==> config.mk <==
export PLATFORM = sky130hd
export DESIGN_NAME = mem_arbiter
export DESIGN_NICKNAME = d
export VERILOG_FILES = /design/src/rtl/mem_arbiter_pkg.sv /design/src/rtl/bus_timeout.sv /design/src/rtl/mem_arbiter.sv
export SDC_FILE = /design/constraint.sdc
export NUM_CORES = 1
export LEC_CHECK = 0
export BUFFER_PORTS_ARGS = -buffer_cell sky130_fd_sc_hd__buf_4
export CAP_MARGIN = 20
export CORE_MARGIN = 4
export CORE_UTILIZATION = 44
export CTS_CLUSTER_SIZE = 25
export DETAILED_ROUTE_END_ITERATION = 10
export PLACE_DENSITY = 0.77
export SETUP_SLACK_MARGIN = 0.4
export SYNTH_ARGS = -nofsm -noshare
export SYNTH_HDL_FRONTEND = slang
export SYNTH_SLANG_ARGS = --single-unit
==> constraint.sdc <==
create_clock -name clk -period 1.9 [get_ports clk]
set_clock_uncertainty 0.1 [all_clocks]
set_input_delay 0.38 -clock clk [delete_from_list [all_inputs] [get_ports clk]]
set_output_delay 0.38 -clock clk [all_outputs]
set_load 0.02 [all_outputs]
==> src/rtl/mem_arbiter_pkg.sv <==
`default_nettype none
// ============================================================================
// Module      : mem_arbiter_pkg
// Description : Shared encodings for the memory-bus arbiter: FSM state codes,
//               transaction owner codes, bus widths and the all-ones values
//               returned to a requester whose transaction was aborted.
// Revision    : 1.0 - initial release
// ============================================================================
package mem_arbiter_pkg;

    // 2-bit state encoding: IDLE=0, ISSUE=1, RESP=2, DONE=3
    typedef enum logic [1:0] {
        ST_IDLE  = 2'd0,
        ST_ISSUE = 2'd1,
        ST_RESP  = 2'd2,
        ST_DONE  = 2'd3
    } arb_state_t;

    // Which requester owns the transaction currently on the bus
    typedef enum logic {
        OWN_I = 1'b0,
        OWN_D = 1'b1
    } owner_t;

    localparam int          C_ADDR_W  = 20;
    localparam int          C_IDATA_W = 32;
    localparam int          C_DDATA_W = 16;

    // Data returned on a timed-out transaction
    localparam logic [31:0] C_ABORT_I = 32'hFFFF_FFFF;
    localparam logic [15:0] C_ABORT_D = 16'hFFFF;

    // Width of a counter that must be able to hold the value 'limit'
    function automatic int count_width(input int limit);
        return (limit < 2) ? 1 : $clog2(limit + 1);
    endfunction

endpackage : mem_arbiter_pkg
`default_nettype wire

==> src/rtl/bus_timeout.sv <==
`default_nettype none
// ============================================================================
// Module      : bus_timeout
// Description : Loadable up-counter that flags when a bus transaction has
//               been outstanding for TIMEOUT cycles. TIMEOUT=0 disables the
//               expired flag entirely.
// Ports       : clk        - clock, rising edge
//               rst        - asynchronous reset, active-low
//               clear      - zero the counter (highest priority)
//               load       - load load_value into the counter
//               load_value - value for load
//               enable     - count one cycle
//               expired    - counter equals TIMEOUT (nonzero TIMEOUT only)
// Revision    : 1.0 - initial release
// ============================================================================
module bus_timeout #(
    parameter int TIMEOUT = 255,
    parameter int CNT_W   = (TIMEOUT < 2) ? 1 : $clog2(TIMEOUT + 1)
) (
    input  logic             clk,
    input  logic             rst,
    input  logic             clear,
    input  logic             load,
    input  logic [CNT_W-1:0] load_value,
    input  logic             enable,
    output logic             expired
);

    localparam logic [CNT_W-1:0] C_LIMIT = CNT_W'(TIMEOUT);

    logic [CNT_W-1:0] r_count;

    // Saturates at all-ones so a disabled or ignored counter never wraps
    // back onto the limit value.
    always_ff @(posedge clk or negedge rst) begin
        if (!rst) begin
            r_count <= '0;
        end else if (clear) begin
            r_count <= '0;
        end else if (load) begin
            r_count <= load_value;
        end else if (enable && (r_count != '1)) begin
            r_count <= r_count + 1'b1;
        end
    end

    generate
        if (TIMEOUT > 0) begin : g_limit
            assign expired = (r_count == C_LIMIT);
        end else begin : g_no_limit
            assign expired = 1'b0;
        end
    endgenerate

endmodule : bus_timeout
`default_nettype wire

==> src/rtl/mem_arbiter.sv <==
`default_nettype none
// ============================================================================
// Module      : mem_arbiter
// Description : Serialises instruction-fetch and data load/store requests
//               onto the single external memory bus using a req/cack/ready
//               handshake. Data normally wins a tie; after STARVE_LIMIT
//               consecutive data grants with fetch waiting, fetch wins.
//               Every transaction is bounded by a TIMEOUT-cycle abort.
// Ports       : clk, rst (async, active-low)
//               i_req/i_addr -> i_done/i_data     fetch requester
//               d_req/d_we/d_addr/d_wdata -> d_done/d_rdata  data requester
//               m_req/m_we/m_instr/m_addr/m_wdata -> memory controller
//               m_cack/m_ready/m_rdata <- memory controller
//               err  - one-cycle pulse with done on a timed-out transaction
//               busy - high whenever the arbiter is not idle
// Revision    : 1.0 - initial release
// ============================================================================
module mem_arbiter
    import mem_arbiter_pkg::*;
#(
    parameter int STARVE_LIMIT = 4,
    parameter int TIMEOUT      = 255
) (
    input  logic                 clk,
    input  logic                 rst,
    input  logic                 i_req,
    input  logic [C_ADDR_W-1:0]  i_addr,
    output logic                 i_done,
    output logic [C_IDATA_W-1:0] i_data,
    input  logic                 d_req,
    input  logic                 d_we,
    input  logic [C_ADDR_W-1:0]  d_addr,
    input  logic [C_DDATA_W-1:0] d_wdata,
    output logic                 d_done,
    output logic [C_DDATA_W-1:0] d_rdata,
    output logic                 m_req,
    output logic                 m_we,
    output logic                 m_instr,
    output logic [C_ADDR_W-1:0]  m_addr,
    output logic [C_DDATA_W-1:0] m_wdata,
    input  logic                 m_cack,
    input  logic                 m_ready,
    input  logic [C_IDATA_W-1:0] m_rdata,
    output logic                 err,
    output logic                 busy
);

    localparam int                    C_STREAK_W   = count_width(STARVE_LIMIT);
    localparam logic [C_STREAK_W-1:0] C_STREAK_MAX = C_STREAK_W'(STARVE_LIMIT);

    arb_state_t            r_state;
    arb_state_t            w_state_nx;
    owner_t                r_owner;
    logic [C_STREAK_W-1:0] r_streak;

    logic w_grant;       // a requester is granted this cycle
    logic w_grant_d;     // ...and it is the data path
    logic w_capture;     // m_rdata is taken this cycle
    logic w_abort;       // transaction times out this cycle
    logic w_tmo_en;
    logic w_tmo_expired;

    assign w_tmo_en = (r_state == ST_ISSUE) || (r_state == ST_RESP);

    bus_timeout #(
        .TIMEOUT (TIMEOUT)
    ) u_timeout (
        .clk        (clk),
        .rst        (rst),
        .clear      (w_grant),
        .load       (1'b0),
        .load_value ('0),
        .enable     (w_tmo_en),
        .expired    (w_tmo_expired)
    );

    // ------------------------------------------------------------------
    // State register
    // ------------------------------------------------------------------
    always_ff @(posedge clk or negedge rst) begin
        if (!rst) begin
            r_state <= ST_IDLE;
        end else begin
            r_state <= w_state_nx;
        end
    end

    // ------------------------------------------------------------------
    // Next-state and control decode.
    // A completing handshake beats the timeout in the same cycle, but the
    // timeout beats a bare cack: moving to RESP past the limit would leave
    // the counter unable to ever match again.
    // ------------------------------------------------------------------
    always_comb begin
        w_state_nx = r_state;
        w_grant    = 1'b0;
        w_grant_d  = 1'b0;
        w_capture  = 1'b0;
        w_abort    = 1'b0;
        case (r_state)
            ST_IDLE: begin
                if (i_req || d_req) begin
                    w_grant    = 1'b1;
                    w_grant_d  = d_req && !(i_req && (r_streak == C_STREAK_MAX));
                    w_state_nx = ST_ISSUE;
                end
            end
            ST_ISSUE: begin
                if (m_cack && m_ready) begin
                    w_capture  = 1'b1;
                    w_state_nx = ST_DONE;
                end else if (w_tmo_expired) begin
                    w_abort    = 1'b1;
                    w_state_nx = ST_DONE;
                end else if (m_cack) begin
                    w_state_nx = ST_RESP;
                end
            end
            ST_RESP: begin
                if (m_ready) begin
                    w_capture  = 1'b1;
                    w_state_nx = ST_DONE;
                end else if (w_tmo_expired) begin
                    w_abort    = 1'b1;
                    w_state_nx = ST_DONE;
                end
            end
            ST_DONE: begin
                w_state_nx = ST_IDLE;
            end
            default: begin
                w_state_nx = ST_IDLE;
            end
        endcase
    end

    // ------------------------------------------------------------------
    // Registered outputs, decoded from the next state so every output
    // changes on the same edge as the state itself.
    // ------------------------------------------------------------------
    always_ff @(posedge clk or negedge rst) begin
        if (!rst) begin
            r_owner <= OWN_I;
            m_req   <= 1'b0;
            m_we    <= 1'b0;
            m_instr <= 1'b0;
            m_addr  <= '0;
            m_wdata <= '0;
            i_done  <= 1'b0;
            d_done  <= 1'b0;
            i_data  <= '0;
            d_rdata <= '0;
            err     <= 1'b0;
            busy    <= 1'b0;
        end else begin
            m_req  <= (w_state_nx == ST_ISSUE);
            busy   <= (w_state_nx != ST_IDLE);
            err    <= w_abort;
            // DONE is only reachable from ISSUE/RESP, where r_owner is valid
            i_done <= (w_state_nx == ST_DONE) && (r_owner == OWN_I);
            d_done <= (w_state_nx == ST_DONE) && (r_owner == OWN_D);

            if (w_grant) begin
                r_owner <= w_grant_d ? OWN_D : OWN_I;
                m_instr <= !w_grant_d;
                m_addr  <= w_grant_d ? d_addr : i_addr;
                m_we    <= w_grant_d && d_we;
                m_wdata <= w_grant_d ? d_wdata : '0;
            end

            if (w_capture) begin
                if (r_owner == OWN_I) begin
                    i_data <= m_rdata;
                end else begin
                    d_rdata <= m_rdata[C_DDATA_W-1:0];
                end
            end else if (w_abort) begin
                if (r_owner == OWN_I) begin
                    i_data <= C_ABORT_I;
                end else begin
                    d_rdata <= C_ABORT_D;
                end
            end
        end
    end

    // ------------------------------------------------------------------
    // Starvation streak: counts data grants won while fetch was waiting.
    // Only IDLE cycles matter; the value is held across a transaction so
    // back-to-back requests keep accumulating.
    // ------------------------------------------------------------------
    always_ff @(posedge clk or negedge rst) begin
        if (!rst) begin
            r_streak <= '0;
        end else if (r_state == ST_IDLE) begin
            if (!i_req) begin
                r_streak <= '0;
            end else if (w_grant && !w_grant_d) begin
                r_streak <= '0;
            end else if (w_grant_d && (r_streak != C_STREAK_MAX)) begin
                r_streak <= r_streak + 1'b1;
            end
        end
    end

endmodule : mem_arbiter
`default_nettype wire
# --- Word-level counts from Yosys, hierarchy flattened ---
# Index checks and enable logic that the tools add are counted.
totals:
  wordCells: 86
  in_bits: 95
  ff_bits: 105
classes:
  bitwise_logic: 1
  reduce_logical: 20
  n_eq_ne: 14
  n_mux: 34
  add_sub_neg: 2
op_table:
  columns: ["op", "count"]
  rows:
  - ["2-to-1 mux 32 bit", 4]
  - ["2-to-1 mux 16 bit", 5]
  - ["2-to-1 mux 20 bit", 1]
  - ["2-to-1 mux 8 bit", 2]
  - ["2-to-1 mux 2 bit", 6]
  - ["2-to-1 mux 1 bit", 10]
  - ["logical AND 1 bit", 9]
  - ["2-to-1 mux 3 bit", 3]
  - ["adder 8 x 1 -> 8 bit, second input constant", 1]
  - ["equality test 8 bit, second input constant", 1]
  - ["!= test 2 bit, second input constant", 4]
  - ["!= test 8 bit, second input constant", 1]
  - ["one-hot mux 2 bit (4 select lines)", 1]
  - ["equality test 2 bit, second input constant", 3]
  - ["AND reduction 3 bit", 2]
  - ["nonzero test 2 bit", 3]
  - ["equality test 2 x 1 -> 1 bit, second input constant", 2]
  - ["one-hot mux 1 bit (2 select lines)", 2]
  - ["adder 3 x 1 -> 3 bit, second input constant", 1]
  - ["equality test 3 bit, second input constant", 1]
  - ["!= test 3 x 1 -> 1 bit, second input constant", 1]
  - ["!= test 3 bit, second input constant", 1]
  - ["logical NOT 1 bit", 2]
  - ["logical NOT 2 bit", 1]
  - ["other kinds (3)", 4]

# --- Longest topological paths before layout ---
logic_depth:
  ltp_word: 10
  mapped_depth: 9

# --- By module ---
# A second synthesis with hierarchy kept.
unflattened:
  cells_unflattened: 372
  hier_area_um2: 4528.1
modules_own_cells:
  columns: ["module", "instances", "cells_each", "area_each_um2", "seq_area_each_um2"]
  rows:
  - ["mem_arbiter", 1, 319, 4011.3, 2427.3]
  - ["bus_timeout", 1, 53, 516.7, 200.2]

# --- Least setup slack after synthesis ---
# OpenSTA, ideal clock, no wires.
synth_timing:
  path_type: "register -> register"
  start: "reg r_state[1]"
  end: "reg i_data[10]"
  path_buffers: 3
  synth_period_minus_slack_ps: 1866
  setup_time_ps: 78
  path_slack_ps: 34
  arrival_time_ps: 1688
  stages_incl_launch_ff: 10
  required_time_ps: 1722
  path_cell_list: "dfrtp_1 -> inv_1 -> ha_1 -> buf_2 -> and2_1 -> and2_1 -> buf_2 -> buf_2 -> nor2_1 -> a21oi_1"
synth_via:
  elab_chain_len: 4
  elab_cells_between_ends: 9
synth_lines:
  columns: ["element", "line_no", "source"]
  rows:
  - ["from (decl)", "mem_arbiter.sv:51", "arb_state_t r_state;"]
  - ["from (signal assigned)", "mem_arbiter.sv:84", "r_state <= w_state_nx;"]
  - ["equality test 2 bit / equality test 2 x 1 -> 1 bit (equally long branches)", "mem_arbiter.sv:100", "case (r_state)"]
  - ["one-hot mux 1 bit (2 select lines)", "mem_arbiter.sv:100", null]
  - ["!= test 2 bit (no source line) / nonzero test 2 bit (equally long branches)", null, null]
  - ["AND reduction 3 bit (no source line)", null, null]
  - ["to (signal assigned)", "mem_arbiter.sv:173", "i_data <= m_rdata;"]
  - ["to (decl)", "mem_arbiter.sv:29", "output logic [C_IDATA_W-1:0] i_data,"]
# Several ways; a longest one is shown, not always the timed one.
# A chain may end at the register's enable or synchronous reset.

# --- Worst setup path after layout ---
layout_timing:
  start: "reg r_state[0]"
  end: "reg i_data[1]"
# The elaborated chain is that of the path after synthesis.

==> reports/metrics.cfg <==
[die]
start_util = 0.4480
rows = 37
die_w_um = 110.3
num_io_pins = 186
die_area_um2 = 12170
dieHeight_um = 110.3
core_area_um2 = 10280

[global_routing]
grt_pass1_vias = 4624
antenna_found_initial = 0
use_met1 = 0.2997
overflow = 0
met2_usage = 0.4216
busiest_layer = met2
grt_util_all_layers = 0.2457
grt_util_met3 = 0.04193
grt_pass1_wl_um = 23090
grt_max_degree = 59

[critical_path]
reg2reg_slack_ns = 0.10
reg2reg_to = i_data[1]
required_ns = 2.09
cp_data_arrival_time_ns = 1.99
cp_max_fo = 16
worstReg2RegStart = r_state[0]
r2r_cells = 7
startpoint_type = flop
crit_path_end_kind = flop
crit_type = reg -> reg

[placed_design]
place_congestion = 0.8521
place_area_um2 = 6237
dp_hpwl_um = 9257
post-place-ws_ns = -0.04958
port_buffers = 185

[clocking]
cts_root_buffer = clkbuf_8
cts-buffers-inserted = 9
cts_max_path_buffers = 2
clock_sinks = 105
insertion_delay_ns = 0.37
cts_tree = built
h-tree-depth = 3
clk_pin_slew_ns = 0.10

[yosys]
yosysTopAreaCellShare = 0.5707
yosysMostFrequentCell = dfrtp_1
synth_common_cells = dfrtp_1 (105), nor2_1 (61), a21oi_1 (50), o22ai_1 (49), o21ai_0 (29)
synth_edf_count = 0
syn_avg_cell_area_um2 = 10.23
synth_seq_cells = 105
ys_async_sr_fraction = 1.000
synthCells = 450
synthesis.area_um2 = 4604
syn_nets = 552
yosysTopAreaCell = dfrtp_1
yosys.cell_types.count = 41
synth_area_leaders = dfrtp_1 (57%), o22ai_1 (6.7%), a21oi_1 (5.4%)
synth_seq_area_share = 0.5707
ys_warn_count = 0
ys.flop_type = dfrtp_1

[flow_run]
drv_cap = 0

[drt]
viasPerCell = 5.654
detail_route.first_pass.iterations = 5
wl_um = 15940
post_drt_wl_per_cell_um = 19.65
num_vias = 4585
drc = 0
drtAntennaViolNets = 0
drtIter0Drc = 365

[finish]
n_antenna_cell = 0
multi_input_area_um2 = 2260
final_cell_area_um2 = 7336
fin_util = 0.7138
fin_nets = 772
drive_above_1_share = 0.4756
seqCellArea_um2 = 2628
area_delta_synth_final_pct = 59.32
fill_cells = 701

[min_path]
hold_path_depth = 2
hold_path_class = in -> reg
whs_endpoint = m_wdata[4]
min_from = d_wdata[4]

[pwr]
p_seq_frac = 0.292
p_sw_frac = 0.4241
pwr_density_cell_nw_per_um2 = 1844
p_leak_nw = 3.492
intPower_w = 0.007789
p_clk_frac = 0.129
max-vdd-ir-drop_v = 0.0008518
switching_power_w = 0.005735
comb_power_share = 0.579

[timing]
hold_viol_final = 0
setup_viol_count_final = 0
finalCritPeriodShare = 0.9461
slew_headroom = 0.7279
period_minus_slack_ns = 1.798
rsz0062_at_grt = yes
worst_slew_pin_slew_ns = 0.4081
slew_violations = 0
fmax_ghz = 0.5563
fin_setup_tns_ns = 0
layout_setup_ws_ns = 0.1024

[outcome]
outcome = completed

## cell type report
type,instances,share of cell area
multi-input cells,306,0.3080
inverters,12,0.006822
clock inverters,4,0.01330
repair buffers,236,0.2680
well taps,136,0.02320
clock buffers,12,0.02251
flip-flops and latches,105,0.3582
## flip-flops by register name, indices dropped and copies added (netlist names)
name,cells
i_data,32
i_done,1
r_state,2
m_instr,1
m_addr,20
err,1
m_req,1
busy,1
d_rdata,16
d_done,1
r_owner,1
u_timeout.r_count,8
m_wdata,16
r_streak,3
m_we,1
## power by group through the flow
stage	Clock (W)	Sequential [W]	Combinational (W)
2_1_floorplan	0	0.00488	0.00281
3_3_place_gp	0	0.00388	0.00595
3_5_place_dp	0	0.00393	0.00613
4_1_cts	0.00175	0.00389	0.00717
5_1_grt	0.00187	0.00406	0.00834
6_report	0.00174	0.00395	0.00783
## timing repair
action / in CTS / in global routing
buffers inserted: 27 / 5
endpoints found under the setup margin: 99 / 105
pin swaps: 21 / 17
gates cloned: 6 / 2
hold buffers: 1 / 0
resized for setup: 65 / 45
hold endpoints to repair: 23 / 0
## per-layer routing
| layer | vias up | routed length [µm] |
|---|---|---|
| met5 | - | 0 |
| met4 | 0 | 662 |
| met3 | 55 | 1066 |
| met2 | 220 | 8195 |
| met1 | 2235 | 6013 |
| li1 | 2075 | - |
## stage by stage
step	total power [W]	std cells	hold slack [ns]
after floorplan	0.007688	450	-0.01559
after global placement	0.009829	754	0.2112
after detailed placement	0.01006	754	0.2185
after CTS	0.01281	804	0.1145
after global routing	0.01428	811	0.1103
final	0.01352	811	0.1251
## cells in the final DEF (no fill, tap or decap), types with 3 or more instances in the layout
master     netlist  final
a21oi_1         50     45
a21oi_2          0      4
a22o_1          17     17
and2_4           0      5
buf_12           0      6
buf_16           0      3
buf_4            0    211
buf_6            2     15
bufinv_16        0      3
clkbuf_8         0     12
dfrtp_1        105    105
ha_4             0      5
inv_1           11      6
inv_2            0      3
mux2i_1         20     18
nand2_1         25     22
nand3_4          0      3
nor2_1          61     58
o21ai_1          1     22
o21ai_2          0      4
o21ai_4          0      3
o22ai_1         49     37
o22ai_2          0     12
xor2_1           3      3
## cells by family (layout without fill, tap and decap cells)
kind of cell | count (synthesis) | after routing | share of synthesized area
buf+inv | 43 | 264 | 0.04076
compound gates | 161 | 161 | 0.2144
simple gates | 111 | 115 | 0.1060
fa+ha+maj | 7 | 7 | 0.01902
flops | 105 | 105 | 0.5707
mux | 20 | 20 | 0.04348
xor+xnor | 3 | 3 | 0.005708
## critical path, cell delays in order (launching register included)
cell and delay (ns):
dfrtp_1 0.44, buf_6 0.14, ha_4 0.17, a21o_4 0.26, nand3_4 0.14, buf_12 0.17
o22ai_1 0.10, a21oi_1 0.18
## worst max path at each step
stage               start     endpoint  slack (ns)  cells past startpoint
2_1_floorplan  r_state[1]    i_data[2]        0.21                      9
3_3_place_gp   r_state[1]  d_rdata[10]        0.11                      6
3_5_place_dp   r_state[1]    i_data[4]       -0.05                      6
4_1_cts        r_state[0]    m_addr[0]        0.19                      8
5_1_grt        r_state[0]   m_addr[16]        0.04                      8
6_report       r_state[0]    i_data[1]        0.10                      7
No activity file was read; power rests on OpenSTA's default activity.
